===== src/rtl/clks_alot_lock_tracker_pkg.sv =====
// Shared types for the clks_alot lock tracker: FSM states, shared config and per-channel status.
package clks_alot_p;

    localparam int COUNTER_WIDTH = 16;

    typedef enum logic [2:0] {
        LK_IDLE,
        LK_ACQUIRE,
        LK_LOCKED,
        LK_PAUSED,
        LK_FAULT
    } lock_state_e;

    typedef struct packed {
        logic [COUNTER_WIDTH-1:0] expected_period;
        logic [COUNTER_WIDTH-1:0] tolerance;
        logic [COUNTER_WIDTH-1:0] pause_timeout;
    } lock_cfg_s;

    typedef struct packed {
        logic locked;
        logic pause_active;
        logic over_viol;
        logic under_viol;
        logic stall_fault;
    } lock_status_s;

endpackage


===== src/rtl/clks_alot_lock_chan.sv =====
// Single-channel lock/pause FSM with period counter and tolerance check.
// Optional min/max/violation statistics when CLKS_ALOT_LOCK_STATS_EN is defined.
module clks_alot_lock_chan
    import clks_alot_p::*;
#(
    parameter int LOCK_COUNT    = 8,
    parameter int UNLOCK_MISSES = 2
) (
    input  logic                     clk_i,
    input  logic                     rst_n_i,
    input  logic                     en_i,
    input  logic                     clear_i,
    input  logic                     edge_i,
    input  logic                     pausable_i,
    input  lock_cfg_s                cfg_i,
    output lock_status_s             status_o,
    output logic [COUNTER_WIDTH-1:0] pause_duration_o,
    output logic [COUNTER_WIDTH-1:0] period_o
`ifdef CLKS_ALOT_LOCK_STATS_EN
    ,
    output logic [COUNTER_WIDTH-1:0] period_min_o,
    output logic [COUNTER_WIDTH-1:0] period_max_o,
    output logic [15:0]              viol_count_o
`endif
);
    localparam int CW = COUNTER_WIDTH;
    localparam int GW = $clog2(LOCK_COUNT + 1);
    localparam int MW = $clog2(UNLOCK_MISSES + 1);

    lock_state_e   state_q, state_d;
    logic [CW-1:0] cnt_q, period_q, pdur_q;
    logic [GW-1:0] good_q;
    logic [MW-1:0] miss_q;
    logic          resume_q, over_q, under_q, stall_q;
    logic [CW:0]   hi, lo, meas;
    logic          kill, active, measured, over, under, good, timeout;

    assign kill     = !en_i || clear_i;
    assign active   = (state_q == LK_ACQUIRE) || (state_q == LK_LOCKED);
    // One extra bit so expected+tol cannot wrap; lower bound clamps at zero.
    assign hi       = {1'b0, cfg_i.expected_period} + {1'b0, cfg_i.tolerance};
    assign lo       = (cfg_i.tolerance > cfg_i.expected_period) ? '0
                    : {1'b0, cfg_i.expected_period} - {1'b0, cfg_i.tolerance};
    assign meas     = {1'b0, cnt_q};
    assign over     = meas > hi;
    assign under    = meas < lo;
    assign good     = !over && !under;
    assign measured = edge_i && active;
    assign timeout  = !edge_i && active && (cnt_q > cfg_i.pause_timeout);

    always_ff @(posedge clk_i or negedge rst_n_i) begin
        if (!rst_n_i) state_q <= LK_IDLE;
        else          state_q <= state_d;
    end

    always_comb begin
        state_d = state_q;
        if (kill) begin
            state_d = LK_IDLE;
        end else begin
            unique case (state_q)
                LK_IDLE:    if (edge_i) state_d = LK_ACQUIRE;
                LK_ACQUIRE: begin
                    if (measured && good && good_q == GW'(LOCK_COUNT - 1)) state_d = LK_LOCKED;
                    else if (timeout) state_d = pausable_i ? LK_PAUSED : LK_FAULT;
                end
                LK_LOCKED: begin
                    if (measured && !good && miss_q == MW'(UNLOCK_MISSES - 1)) state_d = LK_ACQUIRE;
                    else if (timeout) state_d = pausable_i ? LK_PAUSED : LK_FAULT;
                end
                LK_PAUSED:  if (edge_i) state_d = resume_q ? LK_LOCKED : LK_ACQUIRE;
                LK_FAULT:   state_d = LK_FAULT;
                default:    state_d = LK_IDLE;
            endcase
        end
    end

    always_ff @(posedge clk_i or negedge rst_n_i) begin
        if (!rst_n_i) begin
            cnt_q    <= '0;
            period_q <= '0;
            pdur_q   <= '0;
            good_q   <= '0;
            miss_q   <= '0;
            resume_q <= 1'b0;
            over_q   <= 1'b0;
            under_q  <= 1'b0;
            stall_q  <= 1'b0;
        end else if (kill) begin
            cnt_q    <= '0;
            period_q <= '0;
            pdur_q   <= '0;
            good_q   <= '0;
            miss_q   <= '0;
            resume_q <= 1'b0;
            over_q   <= 1'b0;
            under_q  <= 1'b0;
            stall_q  <= 1'b0;
        end else begin
            cnt_q   <= edge_i ? CW'(1) : cnt_q + CW'(!(&cnt_q));
            over_q  <= measured && over;
            under_q <= measured && under;
            if (measured)              period_q <= cnt_q;
            if (state_q == LK_PAUSED)  pdur_q   <= cnt_q;
            // Remember where a pause came from; frozen while paused.
            if (state_q != LK_PAUSED)  resume_q <= (state_q == LK_LOCKED);
            if (state_d == LK_FAULT)   stall_q  <= 1'b1;
            if (state_q == LK_IDLE) begin
                good_q <= '0;
                miss_q <= '0;
            end else if (measured && state_q == LK_ACQUIRE) begin
                good_q <= good ? good_q + GW'(1) : '0;
                miss_q <= '0;
            end else if (measured) begin
                if (good) begin
                    miss_q <= '0;
                end else if (miss_q == MW'(UNLOCK_MISSES - 1)) begin
                    miss_q <= '0;
                    good_q <= '0;
                end else begin
                    miss_q <= miss_q + MW'(1);
                end
            end
        end
    end

    always_comb begin
        status_o              = '0;
        status_o.locked       = (state_q == LK_LOCKED);
        status_o.pause_active = (state_q == LK_PAUSED);
        status_o.over_viol    = over_q;
        status_o.under_viol   = under_q;
        status_o.stall_fault  = stall_q;
    end

    assign pause_duration_o = pdur_q;
    assign period_o         = period_q;

`ifdef CLKS_ALOT_LOCK_STATS_EN
    logic [CW-1:0] min_q, max_q;
    logic [15:0]   viol_q;
    logic          seen_q;

    always_ff @(posedge clk_i or negedge rst_n_i) begin
        if (!rst_n_i) begin
            min_q  <= '0;
            max_q  <= '0;
            viol_q <= '0;
            seen_q <= 1'b0;
        end else if (kill) begin
            min_q  <= '0;
            max_q  <= '0;
            viol_q <= '0;
            seen_q <= 1'b0;
        end else if (measured) begin
            seen_q <= 1'b1;
            if (!seen_q || cnt_q < min_q) min_q <= cnt_q;
            if (!seen_q || cnt_q > max_q) max_q <= cnt_q;
            if (!good && !(&viol_q))      viol_q <= viol_q + 16'd1;
        end
    end

    assign period_min_o = min_q;
    assign period_max_o = max_q;
    assign viol_count_o = viol_q;
`endif

endmodule


===== src/rtl/clks_alot_lock_tracker.sv =====
// Multi-channel lock/pause tracker: one clks_alot_lock_chan per channel, shared config.
// Optional statistics ports appear when CLKS_ALOT_LOCK_STATS_EN is defined.
module clks_alot_lock_tracker
    import clks_alot_p::*;
#(
    parameter int CHANNELS      = 4,
    parameter int COUNTER_WIDTH = clks_alot_p::COUNTER_WIDTH,
    parameter int LOCK_COUNT    = 8,
    parameter int UNLOCK_MISSES = 2
) (
    input  logic                                    clk_i,
    input  logic                                    rst_n_i,
    input  logic [CHANNELS-1:0]                     en_i,
    input  logic [CHANNELS-1:0]                     clear_i,
    input  logic [CHANNELS-1:0]                     edge_i,
    input  logic [CHANNELS-1:0]                     pausable_i,
    input  logic [COUNTER_WIDTH-1:0]                expected_period_i,
    input  logic [COUNTER_WIDTH-1:0]                tolerance_i,
    input  logic [COUNTER_WIDTH-1:0]                pause_timeout_i,
    output logic [CHANNELS-1:0]                     locked_o,
    output logic [CHANNELS-1:0]                     pause_active_o,
    output logic [CHANNELS-1:0][COUNTER_WIDTH-1:0]  pause_duration_o,
    output logic [CHANNELS-1:0][COUNTER_WIDTH-1:0]  period_o,
    output logic [CHANNELS-1:0]                     over_viol_o,
    output logic [CHANNELS-1:0]                     under_viol_o,
    output logic [CHANNELS-1:0]                     stall_fault_o
`ifdef CLKS_ALOT_LOCK_STATS_EN
    ,
    output logic [CHANNELS-1:0][COUNTER_WIDTH-1:0]  period_min_o,
    output logic [CHANNELS-1:0][COUNTER_WIDTH-1:0]  period_max_o,
    output logic [CHANNELS-1:0][15:0]               viol_count_o
`endif
);
    // The config struct is sized by the package width; COUNTER_WIDTH must track it.
    lock_cfg_s                   cfg;
    lock_status_s [CHANNELS-1:0] st;

    assign cfg.expected_period = expected_period_i;
    assign cfg.tolerance       = tolerance_i;
    assign cfg.pause_timeout   = pause_timeout_i;

    for (genvar g = 0; g < CHANNELS; g++) begin : g_ch
        clks_alot_lock_chan #(
            .LOCK_COUNT    (LOCK_COUNT),
            .UNLOCK_MISSES (UNLOCK_MISSES)
        ) u_chan (
            .clk_i            (clk_i),
            .rst_n_i          (rst_n_i),
            .en_i             (en_i[g]),
            .clear_i          (clear_i[g]),
            .edge_i           (edge_i[g]),
            .pausable_i       (pausable_i[g]),
            .cfg_i            (cfg),
            .status_o         (st[g]),
            .pause_duration_o (pause_duration_o[g]),
            .period_o         (period_o[g])
`ifdef CLKS_ALOT_LOCK_STATS_EN
            ,
            .period_min_o     (period_min_o[g]),
            .period_max_o     (period_max_o[g]),
            .viol_count_o     (viol_count_o[g])
`endif
        );

        assign locked_o[g]       = st[g].locked;
        assign pause_active_o[g] = st[g].pause_active;
        assign over_viol_o[g]    = st[g].over_viol;
        assign under_viol_o[g]   = st[g].under_viol;
        assign stall_fault_o[g]  = st[g].stall_fault;
    end

endmodule


===== config.mk =====
export PLATFORM = sky130hd
export DESIGN_NAME = clks_alot_lock_tracker
export DESIGN_NICKNAME = d
export VERILOG_FILES = /design/src/rtl/clks_alot_lock_tracker_pkg.sv /design/src/rtl/clks_alot_lock_chan.sv /design/src/rtl/clks_alot_lock_tracker.sv
export SDC_FILE = /design/constraint.sdc
export NUM_CORES = 1
export LEC_CHECK = 0
export BUFFER_PORTS_ARGS = -buffer_cell sky130_fd_sc_hd__buf_2
export CORE_MARGIN = 4
export CORE_UTILIZATION = 55
export DETAILED_ROUTE_END_ITERATION = 8
export PLACE_DENSITY = 0.73
export SYNTH_ARGS = -nofsm -noshare
export SYNTH_HDL_FRONTEND = slang
export SYNTH_SLANG_ARGS = --single-unit
export TNS_END_PERCENT = 20

===== constraint.sdc =====
create_clock -name clk_i -period 3.1 [get_ports clk_i]
set_input_delay 0.465 -clock clk_i [delete_from_list [all_inputs] [get_ports clk_i]]
set_output_delay 0.465 -clock clk_i [all_outputs]
set_load 0.02 [all_outputs]

==> results.cfg, run 1 <==
[run_status]
status = complete, but fails checks
violations = negative setup slack

[synthesis]
yosysWarnings = 0
synth_enable_flop_cells = 0
synth_cell_types = 80
syn_nets = 2233
synth_area_sq_um = 16790
netlist_instances = 1933
ys.flop_type = dfrtp_1
synth-seq-cells = 244
async_flop_share = 1.000
synth-seq-area-share = 0.3636
synth_area_per_cell_sq_um = 8.688

[power_and_ir_drop]
power_frac_seq = 0.385
power_leakage_nw = 10.59
p_per_area_nw_per_um2 = 385.2
p_clk_frac = 0.377
switching_share = 0.2942
irDropWorstVdd_v = 0.0004497
switchingPower_mw = 2.451
intPower_mw = 5.882
combPwrFrac = 0.238

[global_route]
grt_antenna_before_repair = 0
grt_max_degree = 95
grt_pass1_wl_um = 85700
grt.overflow.total = 0
grt_util_all_layers = 0.3153
grt_pass1_vias = 16431

[finish]
multi_input_area_sq_um = 10940
seq_area_sq_um = 6107
nets = 2621
antenna_cells = 0
stdcell_area_sq_um = 21630
fillCellCount = 2295
drive_gt1_frac = 0.2711
area_growth_syn_to_layout_pct = 28.82
fin_cells = 2729

[clock_tree]
cts.clk_slew.worst_paths_ns = 0.06
clock_path_buffers = 3
cts_buffers = 27
cts-root-buf = clkbuf_16
cts_tree = built
clock-sinks = 244
htreeDepth = 1
clk_latency_ns = 0.56

[die]
rows = 63
dieWidth_um = 182.7
pin_count = 214
die_area_sq_um = 33400
core_region_area_sq_um = 29870
start_util = 0.5622
die_y_um = 182.7

[min_path]
hp-start = edge_i[0]
hold_end = g_ch[0].u_chan.cnt_q[0]$_DFF_PN0_
min_path_type = primary input to register
whs_path_depth = 3

[detailed_routing]
drcViolationCount = 0
vias = 16218
dr.pass1.iters = 5
post_drt_wl_per_cell_um = 19.68
vias_per_cell = 5.943
first_iter_violations = 1089
ant_nets = 0
routed_wl_um = 53710

[placed_design]
port_buffers = 213
place_area_sq_um = 19850
dp_cells = 2662
place.gp.congestion = 0.9942
place_hpwl_um = 39740

[sta]
period_minus_slack_ns = 3.886
slew_violations = 0
maxSlewHeadroom = 0.4300
fin_crit_sh = 1.254
skew_ns = 0.01649
setup_ws_ns = -0.7859
setup_viol = 40
tightest_slew_ns = 0.8550
hold_viol = 0
rsz0062_at_grt = yes
max_clock_freq_mhz = 257.3

[worst_setup_path]
path_class = primary input to register
reg2reg_to = g_ch[2].u_chan.cnt_q[12]$_DFF_PN0_
cp.arrival_ns = 4.32
critPathLaunchType = primary input
critPathMaxFanout = 5
endpoint_kind = register
reg2reg_slack_ns = 0.21
critPathRequiredTime_ns = 3.54
r2r_start = g_ch[2].u_chan.cnt_q[4]$_DFF_PN0_
reg2regPathDepth = 11

[flow_run]
drv_cap = 0
## cells in the mapped netlist (all sizes together), types with 3 or more instances
library cell,instances,area share
inv,77,0.017
nand3,62,0.019
a2111oi,6,0.0035
and2,10,0.0039
a21oi,233,0.070
nor2b,33,0.012
and4,7,0.0037
a21boi,7,0.0031
o221ai,4,0.0021
a211oi,15,0.0067
or2,5,0.0019
xor2,34,0.018
nor3,32,0.0098
o31ai,8,0.0042
o21a,16,0.0072
nor2,131,0.029
o21ai,53,0.016
xnor2,40,0.021
o22ai,7,0.0042
nand3b,7,0.0031
or4,3,0.0013
nand4,40,0.015
nand2,338,0.076
a22oi,5,0.0025
ha,232,0.17
nor4,7,0.0030
buf,30,0.011
clkinv,4,0.00089
nand2b,26,0.0098
o21bai,9,0.0040
a22o,10,0.0052
o211ai,11,0.0049
and3,21,0.0081
a21o,43,0.019
or3,21,0.0078
a221oi,3,0.0026
mux2,4,0.0027
a31oi,8,0.0030
clkbuf,55,0.012
dfrtp,244,0.36
## flip-flops by register name, indices dropped and copies added, names as in the netlist
name / flops
g_ch.u_chan.cnt_q: 64
g_ch.u_chan.pause_duration_o: 64
g_ch.u_chan.period_o: 64
g_ch.u_chan.good_q: 16
g_ch.u_chan.state_q: 12
g_ch.u_chan.miss_q: 8
g_ch.u_chan.over_q: 4
g_ch.u_chan.resume_q: 4
g_ch.u_chan.stall_q: 4
g_ch.u_chan.under_q: 4
## metal layers
metal / up-vias / global-route usage / part of all wire
li1: 7578 / - / -
met1: 7871 / 0.4075 / 0.41
met2: 612 / 0.5337 / 0.48
met3: 157 / 0.06347 / 0.077
met4: 0 / 0.1051 / 0.036
met5: - / 0 / 0
## timing repair
action,4_1_cts,5_1_grt
setup endpoints to repair,40,41
buffers inserted,14,5
gates resized for setup,116,31
endpoints found under the hold margin,68,0
pin swaps,71,42
gates cloned,0,0
hold buffers,1,0
## worst max-delay path, cell delays in order
cell and delay (ns):
buf_8 0.08, ha_4 0.14, inv_2 0.04, fa_2 0.35, o21ba_4 0.22, nor4_4 0.16
o311a_1 0.22, nor3_1 0.06, o21bai_1 0.21, a21oi_1 0.09, nor2_1 0.10, nor2_1 0.07
xnor2_2 0.27, buf_6 0.18, ha_4 0.20, a21o_1 0.16, a21oi_2 0.14, nor2b_1 0.17
o2111ai_1 0.19, nand4_1 0.24, nand3_4 0.15, buf_6 0.17, nor4_4 0.14, o21ai_1 0.09
## power by group through the flow
stage | sequential, mW | combinational (mW) | clock, mW
2_1_floorplan | 3.26 | 0.913 | 0
3_3_place_gp | 3.26 | 1.68 | 0
3_5_place_dp | 3.26 | 1.72 | 0
4_1_cts | 3.21 | 1.89 | 3.19
5_1_grt | 3.21 | 2.15 | 3.33
6_report | 3.21 | 1.98 | 3.14
## final cells by class
class / instances / area share
Inverter: 81 / 0.01498
Clock buffer: 39 / 0.03609
Sequential cell: 244 / 0.2823
Timing Repair Buffer: 444 / 0.1345
Clock inverter: 8 / 0.003933
Tap cell: 390 / 0.02256
Multi-Input combinational cell: 1523 / 0.5056
## how the worst max path moves through the flow
| stage | from | to |
|---|---|---|
| final | expected_period_i[0] | g_ch[0].u_chan.state_q[0]$_DFF_PN0_ |
| after global routing | expected_period_i[0] | g_ch[0].u_chan.good_q[2]$_DFFE_PN0P_ |
| after CTS | expected_period_i[0] | g_ch[0].u_chan.good_q[0]$_DFFE_PN0P_ |
| after detailed placement | expected_period_i[0] | g_ch[1].u_chan.state_q[0]$_DFF_PN0_ |
| after global placement | expected_period_i[0] | g_ch[2].u_chan.state_q[0]$_DFF_PN0_ |
| after floorplan | expected_period_i[0] | g_ch[1].u_chan.state_q[0]$_DFF_PN0_ |
## cells by family (layout without fill, tap and decap cells)
logic type / Yosys count / after routing / share of synthesized area
AND/OR/NAND/NOR: 751 / 751 / 0.2079
AO/OA/AOI/OAI: 458 / 458 / 0.1696
flip-flops: 244 / 244 / 0.3636
adder cells (fa/ha/maj): 234 / 234 / 0.1752
buffers and inverters: 166 / 572 / 0.04127
XOR/XNOR: 74 / 74 / 0.03859
multiplexers: 6 / 6 / 0.003874
## layout by cell type, fill, tap and decap left out, drive strengths merged, types with 32 or more instances in the layout
master	n
nand4	40
dfrtp	244
xnor2	40
nor3	32
clkbuf	39
a21oi	233
nand3	62
inv	78
a21o	43
nor2b	33
nand2	338
o21ai	53
ha	232
nor2	131
buf	443
xor2	34
## per-stage QoR
step                      hold slack, ns  setup WS, ns  total power [mW]  setup TNS [ns]    util
after floorplan                   0.1694       -0.9737             4.173          -28.84       -
after global placement            0.4620        -1.413             4.945          -48.05  0.6643
after detailed placement          0.4760        -1.534             4.985          -51.32  0.6643
after CTS                         0.2269       -0.6859             8.285          -19.94  0.7165
after global routing              0.2578        -1.022             8.686          -32.05  0.7242
final                             0.2360       -0.7859             8.334          -23.87  0.7242
(Power assumes the default switching activity.)
==> run 2, diff against run 1 <==
--- a/config.mk
+++ b/config.mk
@@ -9,7 +9,7 @@
 export CORE_MARGIN = 4
 export CORE_UTILIZATION = 55
 export DETAILED_ROUTE_END_ITERATION = 8
-export PLACE_DENSITY = 0.73
+export PLACE_DENSITY = 0.85
 export SYNTH_ARGS = -nofsm -noshare
 export SYNTH_HDL_FRONTEND = slang
 export SYNTH_SLANG_ARGS = --single-unit
==> results.cfg, run 2 (same netlist as run 1, synthesis figures left out) <==
[min_path]
hp-start = edge_i[3]
min_path_type = primary input to register

[worst_setup_path]
critPathLaunchType = primary input
cp-startpoint = tolerance_i[1]
critPathRequiredTime_ns = 3.58
max_stage_delay_ns = 0.37
cp.arrival_ns = 4.47
critPathMaxFanout = 5
r2r_start = g_ch[1].u_chan.cnt_q[7]$_DFF_PN0_
slowest_stage = fa_2
path_class = primary input to register
endpoint_kind = register
path_delay_family = compound AO/OA/AOI/OAI gates
crit_top_cell = buf_6
cp_num_buf_inv = 4
crit_chain = buf_6 -> inv_4 -> buf_6 -> fa_2 -> o21ba_4 -> nor4_4 -> o311a_1 -> nor3_2 -> o21bai_1 -> a21oi_1 -> nor2_1 -> nor2_2 -> xnor2_2 -> buf_6 -> ha_4 -> a21o_1 -> a21oi_2 -> nor2b_4 -> o2111ai_2 -> nand4_1 -> nand3_4 -> nor3_4 -> a21oi_2 -> o21ai_1

[placed_design]
place.gp.congestion = 1.008
place_hpwl_um = 39550
port_buffers = 213
place_area_sq_um = 19800

[finish]
area_growth_syn_to_layout_pct = 29.79
fillCellCount = 2063
multi_input_area_sq_um = 11010
mostFrequentLayoutCell = nand2_1
drive_gt1_frac = 0.2726
seq_area_sq_um = 6106
layout_common_cells = 328 x nand2_1, 244 x dfrtp_1, 225 x buf_4, 215 x a21oi_1, 213 x ha_1
stdcell_area_sq_um = 21800
nets = 2628

[sta]
tightest_slew_ns = 0.8248
slew_violations = 0
max_clock_freq_mhz = 250.3
skew_ns = 0.008962
rsz0062_at_grt = yes
setup_ws_ns = -0.8958
fin_crit_sh = 1.289
hold_slack_ns = 0.2525
setup_viol = 40
hold_viol = 0
maxSlewHeadroom = 0.4488
period_minus_slack_ns = 3.996

[run_status]
status = complete, but fails checks
violations = negative setup slack

[clock_tree]
clock-sinks = 244
clock_path_buffers = 3
cts.clk_slew.worst_paths_ns = 0.06
htreeDepth = 1
cts_buffers = 27
cts-root-buf = clkbuf_16
clk_latency_ns = 0.56
cts_tree = built

[power_and_ir_drop]
irDropWorstVdd_v = 0.0004216
power_leakage_nw = 10.69
p_per_area_nw_per_um2 = 389.7

[die]
die_y_um = 182.7
rows = 63
start_util = 0.5622
pin_count = 214
die_area_sq_um = 33400
dieWidth_um = 182.7
core_region_area_sq_um = 29870

[detailed_routing]
first_iter_violations = 1369
routed_wl_um = 55920
ant_nets = 0
dr.pass1.iters = 6
post_drt_wl_per_cell_um = 20.42
vias = 16892
vias_per_cell = 6.167
drcViolationCount = 0

[global_route]
grt_util_all_layers = 0.3208
grt_max_degree = 78
grt.overflow.total = 0
grt_pass1_vias = 16841
grt_pass1_wl_um = 87310
grt_antenna_before_repair = 0

[flow_run]
drv_cap = 0
==> run 2: cell count changes in the layout (fill, tap and decap cells not counted), sizes merged <==
| cell | change |
|---|---|
| bufinv | +1 |
| clkinvlp | -1 |
| diode | +1 |
| buf | +7 |
| clkinv | +3 |
| clkbuf | -1 |
==> run 2: final cells by class <==
| cell class | count | area share |
|---|---|---|
| multi-input combinational | 1523 | 0.5051 |
| tap | 390 | 0.02239 |
| clock inverter | 11 | 0.006142 |
| timing repair buffer | 451 | 0.1364 |
| antenna | 1 | 0.0001148 |
| clock buffer | 38 | 0.03473 |
| sequential | 244 | 0.2801 |
| inverter | 81 | 0.01498 |
==> run 2: repair_timing <==
item	CTS	global route
pin swaps	95	55
gates resized for setup	117	45
hold buffers	1	0
buffers inserted	22	10
endpoints found under the hold margin	71	0
endpoints found under the setup margin	40	40
==> run 2: metrics by stage <==
step                setup slack [ns]  TNS (ns)  cells  power (mW)  utilization
finish                       -0.8958    -28.73   2739       8.495       0.7297
global route                  -1.010    -32.91   2738       8.804       0.7296
CTS                          -0.7321    -22.51   2728       8.351       0.7196
detailed placement            -1.628    -53.30   2656       4.968       0.6628
global placement              -1.449    -47.95   2656       4.916       0.6628
floorplan                    -0.9737    -28.84   1933       4.173            -
==> run 2: per-layer routing <==
metal | part of all wire | vias up | global-route usage | routed length (um)
met4 | 0.053 | 0 | 0.1555 | 2960
met2 | 0.47 | 898 | 0.5379 | 26530
li1 | - | 7588 | - | -
met3 | 0.088 | 252 | 0.05752 | 4902
met5 | 0 | - | 0 | 0
met1 | 0.39 | 8154 | 0.4027 | 21530
==> run 2: final timing paths <==
path,endpoint,slack [ns],depth (start not counted)
max,g_ch[0].u_chan.good_q[2]$_DFFE_PN0P_,-0.90,24
min,g_ch[3].u_chan.cnt_q[0]$_DFF_PN0_,0.25,3
max reg2reg,g_ch[1].u_chan.cnt_q[14]$_DFF_PN0_,0.20,12
min reg2reg,g_ch[1].u_chan.stall_q$_DFFE_PN0P_,0.49,1
max in group asynchronous,g_ch[0].u_chan.cnt_q[8]$_DFF_PN0_,1.75,3
min in group asynchronous,g_ch[2].u_chan.pause_duration_o[6]$_DFFE_PN0P_,0.48,2
==> run 2: power breakdown <==
group          switching, mW  total (mW)  internal [mW]
logic                   1.19        2.08          0.887
registers             0.0137        3.21           3.19
clock network           1.33        3.21           1.88
==> run 2: tightest hold or removal path, stage by stage <==
cell,delay (ns)
buf_2,0.15
nor2_1,0.11
nor2_1,0.05
